==> src/rtl/spi_pwm_core.sv <==
// PWM core behind an SPI register stage: prescaler, period counter, shadowed PERIOD/DUTY.
// Optional PWM_DEADTIME_EN adds a complementary pwm_n output with DEAD_CYCLES dead time.
module spi_pwm_core #(
  parameter int DEAD_CYCLES = 2
) (
  input  logic       clk,
  input  logic       rst,
  input  logic       wr_en,
  input  logic [1:0] wr_addr,
  input  logic [7:0] wr_data,
  input  logic [1:0] rd_addr,
  output logic [7:0] rd_data,
  output logic       pwm_out,
  output logic       pwm_n,
  output logic       period_end,
  output logic       busy
);
  typedef enum logic [1:0] {IDLE, RUN, STOPPING} state_t;

  state_t     state;
  logic [7:0] ctrl, prescale, period_sh, duty_sh;
  logic [7:0] period_act, duty_act, pcnt, cnt;
  logic [7:0] period_nx, duty_nx;
  logic       active, tick, wrap, raw_nx;

  // Shadow values as seen by a load this cycle, including a same-cycle write
  assign period_nx = (wr_en && wr_addr == 2'd2) ? wr_data : period_sh;
  assign duty_nx   = (wr_en && wr_addr == 2'd3) ? wr_data : duty_sh;

  assign active     = (state != IDLE);
  assign tick       = active && (pcnt == prescale);
  assign wrap       = tick && (cnt == period_act);
  assign period_end = wrap;
  assign busy       = active;
  assign raw_nx     = active && (cnt < duty_act);

  always_comb begin
    rd_data = ctrl;
    case (rd_addr)
      2'd0: rd_data = ctrl;
      2'd1: rd_data = prescale;
      2'd2: rd_data = period_sh;
      2'd3: rd_data = duty_sh;
      default: rd_data = ctrl;
    endcase
  end

  always_ff @(posedge clk or posedge rst) begin
    if (rst) begin
      ctrl      <= '0;
      prescale  <= '0;
      period_sh <= '0;
      duty_sh   <= '0;
    end else if (wr_en) begin
      case (wr_addr)
        2'd0: ctrl      <= wr_data;
        2'd1: prescale  <= wr_data;
        2'd2: period_sh <= wr_data;
        2'd3: duty_sh   <= wr_data;
        default: ;
      endcase
    end
  end

  always_ff @(posedge clk or posedge rst) begin
    if (rst) begin
      state      <= IDLE;
      pcnt       <= '0;
      cnt        <= '0;
      period_act <= '0;
      duty_act   <= '0;
    end else begin
      case (state)
        IDLE: begin
          pcnt <= '0;
          cnt  <= '0;
          if (ctrl[0]) begin
            state      <= RUN;
            period_act <= period_nx;
            duty_act   <= duty_nx;
          end
        end
        default: begin
          // A shrunk PRESCALE below pcnt just restarts the prescaler
          pcnt <= (pcnt >= prescale) ? 8'd0 : pcnt + 8'd1;
          if (tick) cnt <= wrap ? 8'd0 : cnt + 8'd1;
          if (wrap) begin
            period_act <= period_nx;
            duty_act   <= duty_nx;
          end
          if (state == RUN) begin
            if (!ctrl[0]) state <= STOPPING;
          end else if (ctrl[0]) begin
            state <= RUN;
          end else if (wrap) begin
            state <= IDLE;
          end
        end
      endcase
    end
  end

`ifdef PWM_DEADTIME_EN
  localparam logic [4:0] DEAD = 5'(DEAD_CYCLES);
  logic       raw_q;
  logic [4:0] age, age_nx;

  // age counts cycles the raw level has been stable; an output only asserts past DEAD
  assign age_nx = (raw_nx != raw_q) ? 5'd1 : ((age == 5'd31) ? age : age + 5'd1);

  always_ff @(posedge clk or posedge rst) begin
    if (rst) begin
      raw_q   <= 1'b0;
      age     <= '0;
      pwm_out <= 1'b0;
      pwm_n   <= 1'b0;
    end else begin
      raw_q   <= raw_nx;
      age     <= age_nx;
      pwm_out <= (raw_nx && (age_nx > DEAD)) ^ ctrl[1];
      pwm_n   <= (active && !raw_nx && (age_nx > DEAD)) ^ ctrl[1];
    end
  end
`else
  logic [31:0] dead_unused;
  assign dead_unused = DEAD_CYCLES;
  assign pwm_n       = 1'b0;

  always_ff @(posedge clk or posedge rst) begin
    if (rst) pwm_out <= 1'b0;
    else     pwm_out <= raw_nx ^ ctrl[1];
  end
`endif
endmodule

==> config.mk <==
export PLATFORM = sky130hd
export DESIGN_NAME = spi_pwm_core
export DESIGN_NICKNAME = d
export VERILOG_FILES = /design/src/rtl/spi_pwm_core.sv
export SDC_FILE = /design/constraint.sdc
export NUM_CORES = 1
export LEC_CHECK = 0
export ABC_AREA = 1
export ABC_CLOCK_PERIOD_IN_PS = 2630
export BUFFER_PORTS_ARGS = -buffer_cell sky130_fd_sc_hd__buf_2
export CAP_MARGIN = 15
export CELL_PAD_IN_SITES_DETAIL_PLACEMENT = 1
export CELL_PAD_IN_SITES_GLOBAL_PLACEMENT = 2
export CORE_ASPECT_RATIO = 0.75
export CORE_MARGIN = 3
export CORE_UTILIZATION = 35
export CTS_CLUSTER_DIAMETER = 30
export DETAILED_ROUTE_END_ITERATION = 7
export PLACE_DENSITY_LB_ADDON = 0.05
export SYNTH_ARGS = -nofsm -noshare
export SYNTH_HDL_FRONTEND = slang
export SYNTH_SLANG_ARGS = --single-unit
export TNS_END_PERCENT = 10
==> constraint.sdc <==
create_clock -name clk -period 2.63 [get_ports clk]
set_input_delay 0.6575 -clock clk [delete_from_list [all_inputs] [get_ports clk]]
set_output_delay 0.6575 -clock clk [all_outputs]
set_load 0.02 [all_outputs]
Word level (Yosys, flattened, before mapping). Index checks and enable logic that the tools add are counted.

Divide/modulo/power cells: 0. Bitwise logic cells: 1. Shift operators: 0. Muxes and demuxes: 20. Order comparisons: 2. Reduce and logical (&&, ||, !) cells: 18. $add $sub $neg: 2. Eq/ne operators: 11. Multipliers: 0.

Operators by type and width (count): 2-to-1 mux 8 bit (13); case mux 8 bit (4 select lines) (1); adder 8 x 1 -> 8 bit (second input constant) (2); == test 8 bit (2); 2-to-1 mux 2 bit (6); AND reduction 2 bit (5); == test 2 bit (second input constant) (4); greater-or-equal comparator 8 bit (1); < comparator 8 bit (1); == test 2 x 1 -> 1 bit (second input constant) (3); zero test 2 bit (3); nonzero test 2 bit (3); logical AND 1 bit (5); inequality test 3 x 2 -> 1 bit (second input constant) (1); AND reduction 3 bit (1); nonzero test 3 bit (1); inequality test 2 bit (second input constant) (1); bitwise XOR 1 bit (1).

Output and inout bits: 12. Bits in writable memories: 0. Bits in read-only memories: 0. Logic and storage cells: 64. Memories: 0. Register bits after elaboration: 67. Input port bits: 15. Latch bits: 0.

Depth between registers and ports, before layout.
Word-level depth: 7. Mapped depth: 11.

Worst setup path before layout. Ideal clock, no wire load.

Path kind: reg2out. From: reg prescale[7]. To: out period_end. Buffers on the path: 2. Slack: 410 ps. Stages on the path, launching flop included: 11. Arrival time: 1563 ps. Path through: dfrtp_1 -> inv_1 -> ha_1 -> nand2_1 -> nor2_1 -> nand2_1 -> nor2_2 -> nand3_2 -> buf_6 -> buf_8 -> inv_1.

Longest elaborated chain between the ends: 3.

RTL lines: start: declaration (line 21) `logic [7:0] ctrl, prescale, period_sh, duty_sh;`; start signal: assignment (line 57) `2'd1: prescale <= wr_data;`; == test 8 bit (line 31) `assign tick = active && (pcnt == prescale);`; logical AND 1 bit (line 31); logical AND 1 bit (line 32) `assign wrap = tick && (cnt == period_act);`; end: declaration (line 15) `output logic period_end,`.

No other way between the ends.

Worst setup path in the final report.
From: reg pcnt[5]. To: out period_end.

Longest elaborated chain between the ends: 3.

RTL lines: start: declaration (line 22) `logic [7:0] period_act, duty_act, pcnt, cnt;`; start signal: assignment (line 85) `pcnt <= (pcnt >= prescale) ? 8'd0 : pcnt + 8'd1;`; == test 8 bit (line 31); logical AND 1 bit (line 31); logical AND 1 bit (line 32).

No other way between the ends.

==> out/results.txt <==
Status -> complete, no violations
Final period util -> 95.3%
Met2 Use GR -> 25.5%
Syn Std Cell Area -> 3450 um^2
CP arrival -> 1.85 ns
# DRC -> 0
Buffer and inverter count on the worst path -> 2
Vias per cell -> 4.75
Max incr delay on CP -> 0.42 ns
HPWL after DPL -> 6.88 mm
Num CTS Buffers -> 9
Cell area power density -> 874 nW/um^2
Placement Rows -> 30
Initial antenna violation count -> 0
Post-CTS Resized -> 0
Setup violators final -> 0
CTS tree -> yes
Classification of the worst setup path -> reg -> out
Register area -> 1680 um^2
Design Power -> 3.51 mW
Sw Share -> 33.4%
GPL Wtd Cong -> 0.782
Flop pwr share -> 40.7%
Total grt overflow -> 0
Core Area -> 9310 um^2
ANT cells -> 0
Synth unique cells -> 22
Setup TNS -> 0 ns
Post-CTS Hold Fix Bufs -> 0
Final worst clock skew -> 0.00365 ns
GRT met3 Usage -> 4.38%
Die Ht -> 92.0 um
Hold Path Class -> in -> async
Total of max-cap violations -> 0
DRT Wirelength -> 8.98 mm
Antenna viol nets, final -> 0
Largest net degree at the start of global routing -> 68
First-pass GRT wire length -> 15.3 mm
M1 GR Usage -> 26.2%
Drt wl/cell -> 15.1 um
Via Count -> 2832
Layout net count -> 497
# IOs -> 27
Global route hottest layer -> met1
Synthesized instance count -> 432
Worst-path clk slew -> 0.05 ns
Setup bufs post-CTS -> 0
Area growth from synthesis to layout -> 16.3%
Setup WS post-layout -> 0.123 ns
Sink Count -> 67
Worst Path Required -> 1.97 ns
Number of synthesized register bits -> 67
CP endpoint kind -> output pin
CP Max Fanout -> 4
Fmax -> 399 MHz
Initial Util -> 37.1%
Tot GR Track Use -> 17.6%
Syn Nets -> 464
Final max-slew violation count -> 0
Die Area -> 11100 um^2
Vias in the first global route -> 3015
DR pass1 iterations -> 4
Fin Hold WS -> 0.390 ns
Static Leakage -> 2.10 nW
Clk pwr share -> 33.2%
Synth Area per Inst -> 7.99 um^2
H-tree Lvls -> 3
Worst skew pair latency -> 0.32 ns
Final core utilization -> 43.2%
Final Hold Vio Count -> 0
Cell Chain, Critical Path -> ha_1 -> nand2_1 -> nor2_1 -> nand2_2 -> nor2_4 -> nand3_2 -> inv_1 -> buf_2
Most frequent cells in the layout -> nand2_1 (155), dfrtp_1 (67), inv_1 (50)
Most common cell after layout, fill and taps aside -> nand2_1
Peak supply drop -> 0.000341 V
Crit-path leading delay family -> simple AND/OR/NAND/NOR gates
Actual slew at the worst max-slew pin -> 0.617 ns
Setup WS pre-CTS -> 0.430 ns
Min cycle time layout -> 2.51 ns
R2R setup slack -> 0.59 ns
Synth warn -> 0
Share of cells above drive strength 1 -> 10.9%
Die W -> 121 um
Startpoint Class -> flop
Net Switching -> 1.17 mW
Worst slew margin -> 58.8%
Seq/Total Area, Yosys -> 48.6%
Worst path slowest cell -> dfrtp_1
Drt first-iter violations -> 154
Clock Path Buffers -> 2
Internal power -> 2.34 mW
Area occupied by multi-input gates -> 1520 um^2
Root buffer cell -> clkbuf_16
Filler cell count -> 1172
Gate power share -> 26.1%
Port Buffers -> 25
[kinds of logic (layout without fill, tap and decap cells)]
group	Yosys count	after routing	synth area share, %
adder cells (fa/ha/maj)	17	17	6.16
flip-flops	67	67	48.6
XOR/XNOR	14	14	3.55
AND/OR/NAND/NOR	225	225	27.0
buffers and inverters	60	96	7.54
AO/OA/AOI/OAI	48	48	7.10
other	1	1	0.109
[Yosys cell counts]
cell	n	area (um^2)
o21a_1	2	15.0
buf_8	1	15.0
dfrtp_1	67	1680
buf_6	2	22.5
buf_2	1	5.00
inv_1	51	191
nand3_2	1	10.0
conb_1	1	3.75
a21oi_1	7	35.0
xnor2_1	7	61.3
nand3_1	27	135
xor2_1	7	61.3
nand2_1	156	586
nor2_1	23	86.3
o21ai_0	39	195
ha_1	17	213
nand4_1	12	75.1
nand3b_1	2	15.0
buf_4	2	15.0
nand2_2	1	6.26
nor2_2	3	18.8
clkbuf_1	3	11.3
[flip-flops by register name (all words and copies together) (netlist names)]
name / cells
state: 2
duty_sh: 8
ctrl: 8
period_sh: 8
pwm_out: 1
pcnt: 8
period_act: 8
prescale: 8
duty_act: 8
cnt: 8
[metal layers]
metal / routed length, um / vias to the layer above / share of wire (%)
li1: - / 1438 / -
met1: 4780 / 1349 / 53
met2: 3760 / 39 / 42
met3: 379 / 6 / 4.2
met4: 57 / 0 / 0.63
met5: 0 / - / 0
[area by class of cell]
| type | count | area share, % |
|---|---|---|
| Clock buffer | 11 | 6.04 |
| Multi-Input combinational cell | 305 | 37.9 |
| Clock inverter | 3 | 0.997 |
| Timing Repair Buffer | 31 | 4.55 |
| Tap cell | 128 | 3.99 |
| Inverter | 51 | 4.76 |
| Sequential cell | 67 | 41.7 |
[worst register-to-register path, stage by stage (launching register included)]
cell and delay [ns]:
dfrtp_1 0.42, ha_1 0.32, nand2_1 0.08, nor2_1 0.15
nand2_2 0.11, nor2_4 0.12, nand3_2 0.10, buf_4 0.22
nand2_2 0.26, nand2_1 0.11, nand2_1 0.07
[path summary, 6_finish.rpt]
kind	cells past startpoint	startpoint	to
worst max-delay path	8	pcnt[5]	period_end
worst min-delay path	3	rst	prescale[2]
worst max register to register	10	pcnt[5]	period_act[2]
worst min register to register	1	pcnt[0]	pcnt[0]
max in group asynchronous	3	rst	duty_sh[0]
min in group clk	1	pcnt[0]	pcnt[0]
[metrics by stage]
step | cells | area, um^2
final | 596 | 4020
after global routing | 596 | 4020
after CTS | 596 | 4010
after detailed placement | 582 | 3730
after global placement | 582 | 3730
after floorplan | 432 | 3450
[power by group through the flow]
stage | sequential (mW) | combinational [mW] | clock, mW
2_1_floorplan | 1.40 | 0.656 | 0
3_3_place_gp | 1.44 | 0.910 | 0
3_5_place_dp | 1.45 | 0.927 | 0
4_1_cts | 1.43 | 0.935 | 1.20
5_1_grt | 1.47 | 1.08 | 1.25
6_report | 1.43 | 0.917 | 1.16
Power figures use the tool's default switching activity.
